`config.mk`:
```
export PLATFORM = sky130hd
export DESIGN_NAME = dict_loader
export DESIGN_NICKNAME = d
export VERILOG_FILES = /design/src/rtl/dict_pkg.sv /design/src/rtl/dict_mem_mux.sv /design/src/rtl/dict_loader.sv
export SDC_FILE = /design/constraint.sdc
export NUM_CORES = 1
export LEC_CHECK = 0
export CORE_ASPECT_RATIO = 1.5
export CORE_UTILIZATION = 48
export DETAILED_ROUTE_END_ITERATION = 12
export PLACE_DENSITY_LB_ADDON = 0.1
export SLEW_MARGIN = 20
export SYNTH_ARGS = -nofsm -noshare
export SYNTH_HDL_FRONTEND = slang
export SYNTH_SLANG_ARGS = --single-unit
```
`constraint.sdc`:
```
create_clock -name clk -period 4.6 [get_ports clk]
set_clock_uncertainty 0.15 [all_clocks]
set_input_delay 0.69 -clock clk [delete_from_list [all_inputs] [get_ports clk]]
set_output_delay 0.69 -clock clk [all_outputs]
set_load 0.005 [all_outputs]
```
`src/rtl/dict_pkg.sv`:
```
// Shared widths, header layout and state encoding for the boot-time dictionary loader.
package dict_pkg;

  localparam int KEY1_W = 3;
  localparam int KEY2_W = 8;
  localparam int KEY3_W = 5;
  localparam int VAL1_W = 7;
  localparam int VAL2_W = 15;
  localparam int VAL3_W = 10;
  localparam int CNT_W  = 10;

  localparam int HDR_N1_LSB = 0;
  localparam int HDR_N1_MSB = 9;
  localparam int HDR_N2_LSB = 10;
  localparam int HDR_N2_MSB = 19;
  localparam int HDR_N3_LSB = 20;
  localparam int HDR_N3_MSB = 29;

  typedef enum logic [2:0] {
    IDLE = 3'd0,
    HDR  = 3'd1,
    F1   = 3'd2,
    F2   = 3'd3,
    F3   = 3'd4,
    DONE = 3'd5,
    ERR  = 3'd6
  } state_e;

  // First field (in image order) that still has entries to fetch.
  function automatic state_e first_field(input logic has1, input logic has2, input logic has3);
    if (has1) begin
      return F1;
    end else if (has2) begin
      return F2;
    end else if (has3) begin
      return F3;
    end else begin
      return DONE;
    end
  endfunction

endpackage

```
`src/rtl/dict_mem_mux.sv`:
```
// Memory-port mux: the loader owns the port until load_done, then the controller
// is wired straight through with no added latency.
module dict_mem_mux (
  input  logic        sel_ctrl,
  input  logic        ld_valid,
  input  logic [31:0] ld_addr,
  input  logic        mem_ready,
  input  logic [31:0] mem_rdata,
  input  logic        ctrl_valid,
  input  logic [31:0] ctrl_addr,
  output logic        mem_valid,
  output logic [31:0] mem_addr,
  output logic        ctrl_ready,
  output logic [31:0] ctrl_rdata
);

  // Select port owner; the controller is stalled (ready=0) while the loader owns it.
  always_comb begin
    mem_valid  = 1'b0;
    mem_addr   = 32'h0000_0000;
    ctrl_ready = 1'b0;
    ctrl_rdata = 32'h0000_0000;
    if (sel_ctrl) begin
      mem_valid  = ctrl_valid;
      mem_addr   = ctrl_addr;
      ctrl_ready = mem_ready;
      ctrl_rdata = mem_rdata;
    end else begin
      mem_valid  = ld_valid;
      mem_addr   = ld_addr;
      ctrl_ready = 1'b0;
      ctrl_rdata = 32'h0000_0000;
    end
  end

endmodule

```
`src/rtl/dict_loader.sv`:
```
// Boot-time dictionary loader: reads a header plus three entry lists from instruction
// memory, pulses them into the field dictionaries, then hands the port to the controller.
module dict_loader
  import dict_pkg::*;
#(
  parameter int          FIELD1_KEY_WIDTH = KEY1_W,
  parameter int          FIELD2_KEY_WIDTH = KEY2_W,
  parameter int          FIELD3_KEY_WIDTH = KEY3_W,
  parameter int          FIELD1_VAL_WIDTH = VAL1_W,
  parameter int          FIELD2_VAL_WIDTH = VAL2_W,
  parameter int          FIELD3_VAL_WIDTH = VAL3_W,
  parameter logic [31:0] DICT_BASE_ADDR   = 32'h0000_1000,
  parameter bit          AUTO_START       = 1'b1
) (
  input  logic                        clk,
  input  logic                        reset,
  input  logic                        start,
  output logic                        mem_req_valid,
  input  logic                        mem_req_ready,
  output logic [31:0]                 mem_req_addr,
  input  logic [31:0]                 mem_req_rdata,
  input  logic                        ctrl_mem_req_valid,
  output logic                        ctrl_mem_req_ready,
  input  logic [31:0]                 ctrl_mem_req_addr,
  output logic [31:0]                 ctrl_mem_req_rdata,
  output logic                        dict1_write_enable,
  output logic [FIELD1_VAL_WIDTH-1:0] dict1_write_val,
  output logic                        dict2_write_enable,
  output logic [FIELD2_VAL_WIDTH-1:0] dict2_write_val,
  output logic                        dict3_write_enable,
  output logic [FIELD3_VAL_WIDTH-1:0] dict3_write_val,
  output logic                        load_done,
  output logic                        load_error,
  output logic [CNT_W-1:0]            entries_loaded
);

  localparam logic [CNT_W:0] CAP1 = (CNT_W+1)'(2 ** FIELD1_KEY_WIDTH);
  localparam logic [CNT_W:0] CAP2 = (CNT_W+1)'(2 ** FIELD2_KEY_WIDTH);
  localparam logic [CNT_W:0] CAP3 = (CNT_W+1)'(2 ** FIELD3_KEY_WIDTH);

  state_e                      state_r, state_nx_s;
  logic [31:0]                 addr_r;
  logic [CNT_W-1:0]            rem1_r, rem2_r, rem3_r;
  logic [CNT_W-1:0]            rem1_nx_s, rem2_nx_s, rem3_nx_s;
  logic                        ld_valid_r, ld_valid_nx_s;
  logic                        load_done_r, load_error_r;
  logic                        wr1_r, wr2_r, wr3_r;
  logic [FIELD1_VAL_WIDTH-1:0] val1_r;
  logic [FIELD2_VAL_WIDTH-1:0] val2_r;
  logic [FIELD3_VAL_WIDTH-1:0] val3_r;
  logic [CNT_W-1:0]            entries_r;
  logic                        xfer_s, hdr_bad_s, fetch_nx_s;
  logic [CNT_W-1:0]            hdr_n1_s, hdr_n2_s, hdr_n3_s;
  logic [31:0]                 ld_addr_s;

  assign xfer_s    = ld_valid_r & mem_req_ready;
  assign hdr_n1_s  = mem_req_rdata[HDR_N1_MSB:HDR_N1_LSB];
  assign hdr_n2_s  = mem_req_rdata[HDR_N2_MSB:HDR_N2_LSB];
  assign hdr_n3_s  = mem_req_rdata[HDR_N3_MSB:HDR_N3_LSB];
  assign hdr_bad_s = ({1'b0, hdr_n1_s} > CAP1) || ({1'b0, hdr_n2_s} > CAP2) ||
                     ({1'b0, hdr_n3_s} > CAP3);

  // A transfer forces one idle cycle before the next request goes out.
  assign fetch_nx_s    = (state_nx_s == HDR) || (state_nx_s == F1) ||
                         (state_nx_s == F2)  || (state_nx_s == F3);
  assign ld_valid_nx_s = fetch_nx_s && !xfer_s;
  assign ld_addr_s     = ld_valid_r ? addr_r : 32'h0000_0000;

  // Next-state and remaining-count logic.
  always_comb begin
    state_nx_s = state_r;
    rem1_nx_s  = rem1_r;
    rem2_nx_s  = rem2_r;
    rem3_nx_s  = rem3_r;
    case (state_r)
      IDLE: begin
        if (AUTO_START || start) state_nx_s = HDR;
        else                     state_nx_s = IDLE;
      end
      HDR: begin
        if (xfer_s && hdr_bad_s) begin
          state_nx_s = ERR;
        end else if (xfer_s) begin
          rem1_nx_s  = hdr_n1_s;
          rem2_nx_s  = hdr_n2_s;
          rem3_nx_s  = hdr_n3_s;
          state_nx_s = first_field(|hdr_n1_s, |hdr_n2_s, |hdr_n3_s);
        end else begin
          state_nx_s = HDR;
        end
      end
      F1: begin
        if (xfer_s) begin
          rem1_nx_s = rem1_r - CNT_W'(1);
          if (rem1_r == CNT_W'(1)) state_nx_s = first_field(1'b0, |rem2_r, |rem3_r);
          else                     state_nx_s = F1;
        end else begin
          state_nx_s = F1;
        end
      end
      F2: begin
        if (xfer_s) begin
          rem2_nx_s = rem2_r - CNT_W'(1);
          if (rem2_r == CNT_W'(1)) state_nx_s = first_field(1'b0, 1'b0, |rem3_r);
          else                     state_nx_s = F2;
        end else begin
          state_nx_s = F2;
        end
      end
      F3: begin
        if (xfer_s) begin
          rem3_nx_s = rem3_r - CNT_W'(1);
          if (rem3_r == CNT_W'(1)) state_nx_s = DONE;
          else                     state_nx_s = F3;
        end else begin
          state_nx_s = F3;
        end
      end
      DONE:    state_nx_s = DONE;
      ERR:     state_nx_s = ERR;
      default: state_nx_s = IDLE;
    endcase
  end

  // State, counters, request pointer and sticky status flags.
  always_ff @(posedge clk or posedge reset) begin
    if (reset) begin
      state_r      <= IDLE;
      addr_r       <= DICT_BASE_ADDR;
      rem1_r       <= {CNT_W{1'b0}};
      rem2_r       <= {CNT_W{1'b0}};
      rem3_r       <= {CNT_W{1'b0}};
      ld_valid_r   <= 1'b0;
      load_done_r  <= 1'b0;
      load_error_r <= 1'b0;
    end else begin
      state_r      <= state_nx_s;
      rem1_r       <= rem1_nx_s;
      rem2_r       <= rem2_nx_s;
      rem3_r       <= rem3_nx_s;
      ld_valid_r   <= ld_valid_nx_s;
      load_done_r  <= (state_nx_s == DONE);
      load_error_r <= (state_nx_s == ERR);
      if (xfer_s) addr_r <= addr_r + 32'd4;
    end
  end

  // Write pulses land the cycle after each entry transfer; count saturates.
  always_ff @(posedge clk or posedge reset) begin
    if (reset) begin
      wr1_r     <= 1'b0;
      wr2_r     <= 1'b0;
      wr3_r     <= 1'b0;
      val1_r    <= {FIELD1_VAL_WIDTH{1'b0}};
      val2_r    <= {FIELD2_VAL_WIDTH{1'b0}};
      val3_r    <= {FIELD3_VAL_WIDTH{1'b0}};
      entries_r <= {CNT_W{1'b0}};
    end else begin
      wr1_r <= xfer_s && (state_r == F1);
      wr2_r <= xfer_s && (state_r == F2);
      wr3_r <= xfer_s && (state_r == F3);
      if (xfer_s && (state_r == F1)) val1_r <= mem_req_rdata[FIELD1_VAL_WIDTH-1:0];
      if (xfer_s && (state_r == F2)) val2_r <= mem_req_rdata[FIELD2_VAL_WIDTH-1:0];
      if (xfer_s && (state_r == F3)) val3_r <= mem_req_rdata[FIELD3_VAL_WIDTH-1:0];
      if (xfer_s && ((state_r == F1) || (state_r == F2) || (state_r == F3)) &&
          (entries_r != {CNT_W{1'b1}}))
        entries_r <= entries_r + CNT_W'(1);
    end
  end

  assign dict1_write_enable = wr1_r;
  assign dict2_write_enable = wr2_r;
  assign dict3_write_enable = wr3_r;
  assign dict1_write_val    = val1_r;
  assign dict2_write_val    = val2_r;
  assign dict3_write_val    = val3_r;
  assign load_done          = load_done_r;
  assign load_error         = load_error_r;
  assign entries_loaded     = entries_r;

  dict_mem_mux u_mux (
    .sel_ctrl   (load_done_r),
    .ld_valid   (ld_valid_r),
    .ld_addr    (ld_addr_s),
    .mem_ready  (mem_req_ready),
    .mem_rdata  (mem_req_rdata),
    .ctrl_valid (ctrl_mem_req_valid),
    .ctrl_addr  (ctrl_mem_req_addr),
    .mem_valid  (mem_req_valid),
    .mem_addr   (mem_req_addr),
    .ctrl_ready (ctrl_mem_req_ready),
    .ctrl_rdata (ctrl_mem_req_rdata)
  );

endmodule

```
# After elaboration in Yosys (flattened, before gate mapping)

Cells that the tools add are included.

$add $sub $neg: 5
Order comparisons: 3
Shifts and indexed selects: 0
Multiplexer cells: 31
Reductions and logical operators: 27
Multipliers: 0
Div/mod/pow operators: 0
Equality and inequality tests: 21
Bitwise gates (word level): 1

Operator list:

| cell                                                            | count |
|---|---|
| 2-to-1 mux 32 bit                                               | 3 |
| 2-to-1 mux 10 bit                                               | 9 |
| case mux 10 bit (2 select lines)                                | 3 |
| OR reduction 10 bit                                             | 5 |
| adder 32 x 3 -> 32 bit (second input constant)                  | 1 |
| equality test 10 x 1 -> 1 bit (second input constant)           | 3 |
| 2-to-1 mux 3 bit                                                | 10 |
| subtractor 10 x 1 -> 10 bit (second input constant)             | 3 |
| case mux 3 bit (7 select lines)                                 | 1 |
| equality test 3 bit (second input constant)                     | 6 |
| equality test 3 x 2 -> 1 bit (second input constant)            | 4 |
| AND reduction 4 bit                                             | 3 |
| adder 10 x 1 -> 10 bit (second input constant)                  | 1 |
| greater-than comparator 10 x 4 -> 1 bit (second input constant) | 1 |
| greater-than comparator 10 x 6 -> 1 bit (second input constant) | 1 |
| greater-than comparator 10 x 9 -> 1 bit (second input constant) | 1 |
| inequality test 10 bit (second input constant)                  | 1 |
| inequality test 2 bit (second input constant)                   | 5 |
| logical AND 1 bit                                               | 7 |
| logical OR 1 bit                                                | 7 |
| equality test 3 x 1 -> 1 bit (second input constant)            | 2 |
| nonzero test 2 bit                                              | 3 |
| 2-to-1 mux 1 bit                                                | 5 |
| zero test 3 bit                                                 | 1 |
| 2 further kinds                                                 | 2 |

Word-level logic and storage cells: 103
Memory bits (writable): 0
Memories kept: 0
Memory bits (read-only): 0
Bits in registers: 113
Input port bits: 69
Bits in latches: 0

# Logic depth before layout (Yosys ltp)

Word-level depth: 12
Mapped depth: 8

# Modules after synthesis

From an unflattened synthesis, not the netlist that was laid out.

Cell total of the unflattened synthesis: 645
Area, all modules: 6,418.7 um2

By module, submodules not included:

| module       | seq. area each (um2) | area an instance (um2) | cells an instance | times used |
|---|---|---|---|---|
| dict_loader  | 2,778.9              | 5,761.8                | 572               | 1 |
| dict_mem_mux | 0.0                  | 656.9                  | 73                | 1 |

# Worst setup path before layout

No wires, ideal clock.

Path kind: input to register
From: in mem_req_rdata[17]
To: reg rem1_r[0]
Stages: 6
Arrival: 2,104 ps
Slack: 2,222 ps
Path buffers: 1
Required time: 4,326 ps
Cells stage by stage: nor4_2 -> a21boi_1 -> nor4b_4 -> a21oi_1 -> buf_2 -> a211o_1

Word-level cells in the longest chain between the ends: 6

Ends and longest elaborated chain:

| what                                    | RTL line           | source |
|---|---|---|
| start, declared                         | dict_loader.sv:21  | `input logic [31:0] mem_req_rdata,` |
| greater-than comparator 10 x 9 -> 1 bit | dict_loader.sv:60  | `assign hdr_bad_s = ({1'b0, hdr_n1_s} > CAP1) \|\| ({1'b0, hdr_n2_s} > CAP2) \|\|` |
| logical OR 1 bit (2 in a row)           | dict_loader.sv:60  |  |
| logical AND 1 bit                       | dict_loader.sv:81  | `if (xfer_s && hdr_bad_s) begin` |
| inequality test 2 bit (no line)         | n/a                |  |
| AND reduction 4 bit (no line)           | n/a                |  |
| end signal, assigned                    | dict_loader.sv:130 | `rem1_r <= {CNT_W{1'b0}};` |
| end signal, assigned                    | dict_loader.sv:138 | `rem1_r <= rem1_nx_s;` |
| end, declared                           | dict_loader.sv:43  | `logic [CNT_W-1:0] rem1_r, rem2_r, rem3_r;` |

No other way between the ends.
A chain may end at the register's enable or synchronous reset.

# Final worst setup path

From: reg load_done_r (netlist: load_done)
To: out mem_req_addr[8]

Word-level cells in the longest chain between the ends: 1

Ends and longest elaborated chain:

| what                   | RTL line           | source |
|---|---|---|
| start, declared        | dict_loader.sv:46  | `logic load_done_r, load_error_r;` |
| start signal, assigned | dict_loader.sv:142 | `load_done_r <= (state_nx_s == DONE);` |
| 2-to-1 mux 32 bit      | dict_mem_mux.sv:23 | `if (sel_ctrl) begin` |
| end, declared          | dict_loader.sv:20  | `output logic [31:0] mem_req_addr,` |

No other way between the ends.

==> flow_summary.rst <==
.. list-table::
   :header-rows: 1

   * - Metric
     - Value
   * - TritonCTS clock tree
     - done
   * - Count of input and output buffers
     - 180
   * - Parity-gate share of the synthesized area counting xor and xnor cells
     - under 10%
   * - Library cell used as clock root buffer
     - clkbuf_16
   * - Starting utilization of the core area
     - roughly half
   * - Fraction of power consumed by sequential logic
     - between 30% and 40%
   * - Iteration-0 DRC Markers
     - just under 300
   * - Detailed-router iteration count before antenna repair
     - 4
   * - Post-cts sizing count
     - 0
   * - Total CTS buffers
     - 9
   * - Fraction of the yosys area taken by sequential cells
     - roughly 45%
   * - Cell depth of the worst flop-to-flop path
     - 6
   * - Final weighted congestion of routability-driven global placement
     - roughly 0.86
   * - Period utilisation layout
     - slightly above 70%
   * - Die area
     - around 0.013 sq mm
   * - Internal power
     - around 2.7 mW
   * - Basic-gate share of the synthesized area counting and, or, nand and nor cells
     - 24.46%
   * - Number of max-cap violations
     - 0
   * - Synth-to-Final Area Change
     - 36.37%
   * - Largest family of logic cells by synthesized area
     - simple AND/OR/NAND/NOR gates
   * - Mux contribution to synthesized area
     - 6.249%
   * - Total negative setup slack
     - 0 ns
   * - Fraction of final layout cells with drive strength greater than 1
     - under 10%
   * - Clock network fraction of design power
     - 19.1%
   * - Slowest Stage Delay on Critical Path
     - 0.99 ns
   * - Number of antenna violations at the first check in global routing
     - 0
   * - Most common flop cell mapped by yosys
     - dfrtp_1
   * - Buffer count from post-CTS setup fixing
     - 0
   * - Nets
     - 913
   * - Pin count of the biggest net entering global routing
     - slightly above 70
   * - Yosys warnings
     - 0
   * - Worst slew pin tran
     - between 0.9 and 1 ns
   * - Startpoint of the worst register-to-register path
     - state_r[1]$_DFF_PP0_
   * - DP Area
     - 0.008048 sq mm
   * - Wire length of the first global-routing pass
     - approximately 26,000 microns
   * - Setup-violating endpoint count in the final report
     - 0
   * - Data required, critical path
     - 3.76 ns
   * - Via total after detailed routing
     - around 5,500
   * - Maximum fanout along the worst path
     - 70
   * - Post-DP HPWL
     - about 12,000 microns
   * - Post-route DRC
     - 0
   * - Largest voltage drop on the vdd net
     - between 0.0002 and 0.0003 V
   * - Pwr Total
     - 4.177 mW
   * - H-Tree Level Count
     - 3
   * - Share of total power consumed by net switching
     - between 30% and 40%
   * - Fraction of the mapped netlist area in compound gates
     - between 10% and 20%
   * - Hold Violations, Final
     - 0
   * - Final number of max-transition violations
     - 0
   * - Run status
     - completed
   * - Die Y
     - 140.4 microns
   * - Capturing element type of the critical path
     - output pin
   * - Sum of buffers and inverters on the critical path
     - 2
   * - Slowest-stage cell, CP
     - dfrtp_2
   * - Routed vias/inst
     - 5.535
   * - End point of the critical path
     - mem_req_addr[8]
   * - Count of state elements after synthesis
     - about 110
   * - Post-synthesis cell area
     - 0.006127 sq mm
   * - Capture instance of the worst register-to-register path
     - rem1_r[0]$_DFFE_PP0P_
   * - Routed wire length
     - approximately 16,000 microns
   * - Power density relative to cell area
     - between 400 and 500 mW/mm^2
   * - Startpoint type of the worst setup path
     - flip-flop
   * - Count of hold buffers inserted by post-cts repair
     - 0
   * - Largest delay share family, worst path
     - flip-flops
   * - Critical path startpoint
     - load_done$_DFF_PP0_
   * - Unrepaired setup endpoints after global routing
     - no
   * - Post-synth net total
     - about 750
   * - Type of the worst setup path
     - flip-flop to output pin
   * - Number of routed nets with antenna violations
     - 0
   * - Net Switching
     - 1.489 mW
   * - Count of cell types in the netlist
     - 54
   * - Clock transition at the registers of the reported paths
     - ~0.07 ns
   * - Fraction of power consumed by combinational cells
     - around 42%
   * - Reg2reg setup slack
     - about 1.6 ns
   * - Die boundary width
     - between 90 and 100 microns
   * - Total leakage power
     - around 3.4 nW
   * - Post-Synthesis Cells
     - between 600 and 700
   * - Std-Cell Core Area
     - between 0.01 and 0.015 sq mm
   * - Sinks on the clock net
     - around 110
   * - Depth of the critical timing path with buffers and inverters included
     - 4
   * - Gr usage total
     - between 20% and 30%
   * - Row count
     - 50
   * - Count of flip-flops with a built-in enable after synthesis
     - 0
   * - Antenna diode count
     - 0
   * - Post-Layout Inst Area
     - 0.008356 sq mm
   * - Fraction of the core area covered by cells at the end of the flow
     - around two thirds
   * - Final period demand of the worst path
     - approximately 3.2 ns
   * - Mean instance size in the synthesized netlist
     - slightly above 9 sq um
   * - Post-synthesis share of cell area spent on full adders, half adders and majority gates
     - under 10%
   * - Async set-or-reset flop fraction in the synthesized netlist
     - 100.0%
   * - Clock latency on the worst-skew pair
     - between 0.3 and 0.4 ns
   * - I/O pin cnt
     - approximately 180
   * - Class of the worst hold path
     - flip-flop to flip-flop
   * - Relative slew slack
     - a little under two fifths
   * - GR Overflow Total
     - 0
   * - Endpoint arrival time on the critical path
     - 2.41 ns
   * - Number of global-route vias before repair
     - between 5,000 and 6,000
   * - Crit-path cells
     - buf_4, nand2_1, o21ai_0, clkdlybuf4s50_1
   * - Filler instances
     - 1,037
   * - Buffer levels on the longest clock path
     - 2
   * - Maximum operating frequency
     - around 310 MHz
   * - Avg WL per Cell
     - 16.22 microns
cell usage in the layout, fill, tap and decap left out, drive strengths merged, types with 19 or more instances in the layout:
master / count
clkdlybuf4s50: 180
dfrtp: 110
nand2: 97
o21ai: 77
nor2: 51
and2: 40
mux2: 34
a21oi: 28
xnor2: 25
nor3: 22
nand3: 19
inv: 19
routing by layer:
layer  GRT usage (%)  vias to the layer above  wire length (microns)
met5               0                        -                      0
li1                -                     2672                      -
met1           29.87                     2652                   6546
met4           7.773                        0                    261
met3           3.529                       24                    716
met2           46.72                      159                   8613
worst min-delay path by stage:
| stage | start | endpoint | slack [ns] | cells after the start |
|---|---|---|---|---|
| floorplan | rem3_r[9]$_DFFE_PP0P_ | rem3_r[9]$_DFFE_PP0P_ | 0.29 | 1 |
| global placement | rem3_r[9]$_DFFE_PP0P_ | rem3_r[9]$_DFFE_PP0P_ | 0.31 | 1 |
| detailed placement | addr_r[31]$_DFFE_PP0P_ | addr_r[31]$_DFFE_PP0P_ | 0.32 | 1 |
| CTS | addr_r[31]$_DFFE_PP0P_ | addr_r[31]$_DFFE_PP0P_ | 0.33 | 1 |
| global route | addr_r[31]$_DFFE_PP0P_ | addr_r[31]$_DFFE_PP0P_ | 0.34 | 1 |
| finish | addr_r[31]$_DFFE_PP0P_ | addr_r[31]$_DFFE_PP0P_ | 0.33 | 1 |
sequential cells by signal, indices dropped and copies added (netlist names), 3 cells and up:
register,count
dict1_write_val,7
entries_loaded,10
rem1_r,10
state_r,3
rem3_r,10
dict3_write_val,10
addr_r,30
rem2_r,10
dict2_write_val,15
metrics by stage:
| stage | cells | hold slack [ns] | setup WS, ns |
|---|---|---|---|
| after floorplan | 667 | 0.2883 | 0.8310 |
| after global placement | 979 | 0.3057 | 1.217 |
| after detailed placement | 979 | 0.3174 | 1.120 |
| after CTS | 995 | 0.3317 | 1.245 |
| after global routing | 995 | 0.3444 | 1.111 |
| final | 995 | 0.3310 | 1.353 |
power by group through the flow:
stage / clock network (mW) / registers (mW) / logic [mW]
final: 0.799 / 1.61 / 1.77
after global routing: 0.852 / 1.67 / 1.95
after CTS: 0.815 / 1.61 / 1.78
after detailed placement: 0 / 1.63 / 1.77
after global placement: 0 / 1.60 / 1.72
after floorplan: 0 / 1.54 / 0.964
cells in the mapped netlist (all sizes together) (2+ instances only):
cell	number	area [sq um]
nand4	8	50.05
a211oi	3	22.52
nand3	19	95.09
and4b	2	20.02
or3	3	18.77
a22oi	8	60.06
a31oi	8	50.05
and3	7	43.79
a21oi	28	147.6
dfrtp	110	2753
nor2b	3	18.77
o21ai	77	392.9
a41oi	2	17.52
nand2	97	364.1
and2	40	250.2
nor4	13	142.6
mux2	34	382.9
or2	2	12.51
nor2	51	198.9
o22a	4	35.03
and4	7	61.31
xnor2	25	219.0
xor2	13	113.9
nor3b	3	22.52
inv	16	60.06
ha	10	125.1
or4	2	18.77
buf	8	46.29
a21boi	3	22.52
clkbuf	23	86.33
nor3	22	115.1
nand2b	4	25.02
cell families (layout without fill, tap and decap cells):
family	count (synthesis)	after routing
muxes	34	34
xor gates and xnor gates	38	38
DFF	111	111
buffers and inverters	47	219
AOI/OAI and AO/OA	141	141
adders and majority gates	10	10
and+or+nand+nor	286	286
layout make-up:
type / count / area, sq um / share of cell area (%)
sequential: 111 / 2780 / 33.27
clock buffer: 10 / 229.0 / 2.740
clock inverter: 6 / 75.07 / 0.8985
tap: 156 / 195.2 / 2.336
timing repair buffer: 187 / 1854 / 22.19
inverter: 16 / 62.56 / 0.7487
multi-input combinational: 509 / 3159 / 37.81
Power figures use the tool's default switching activity.
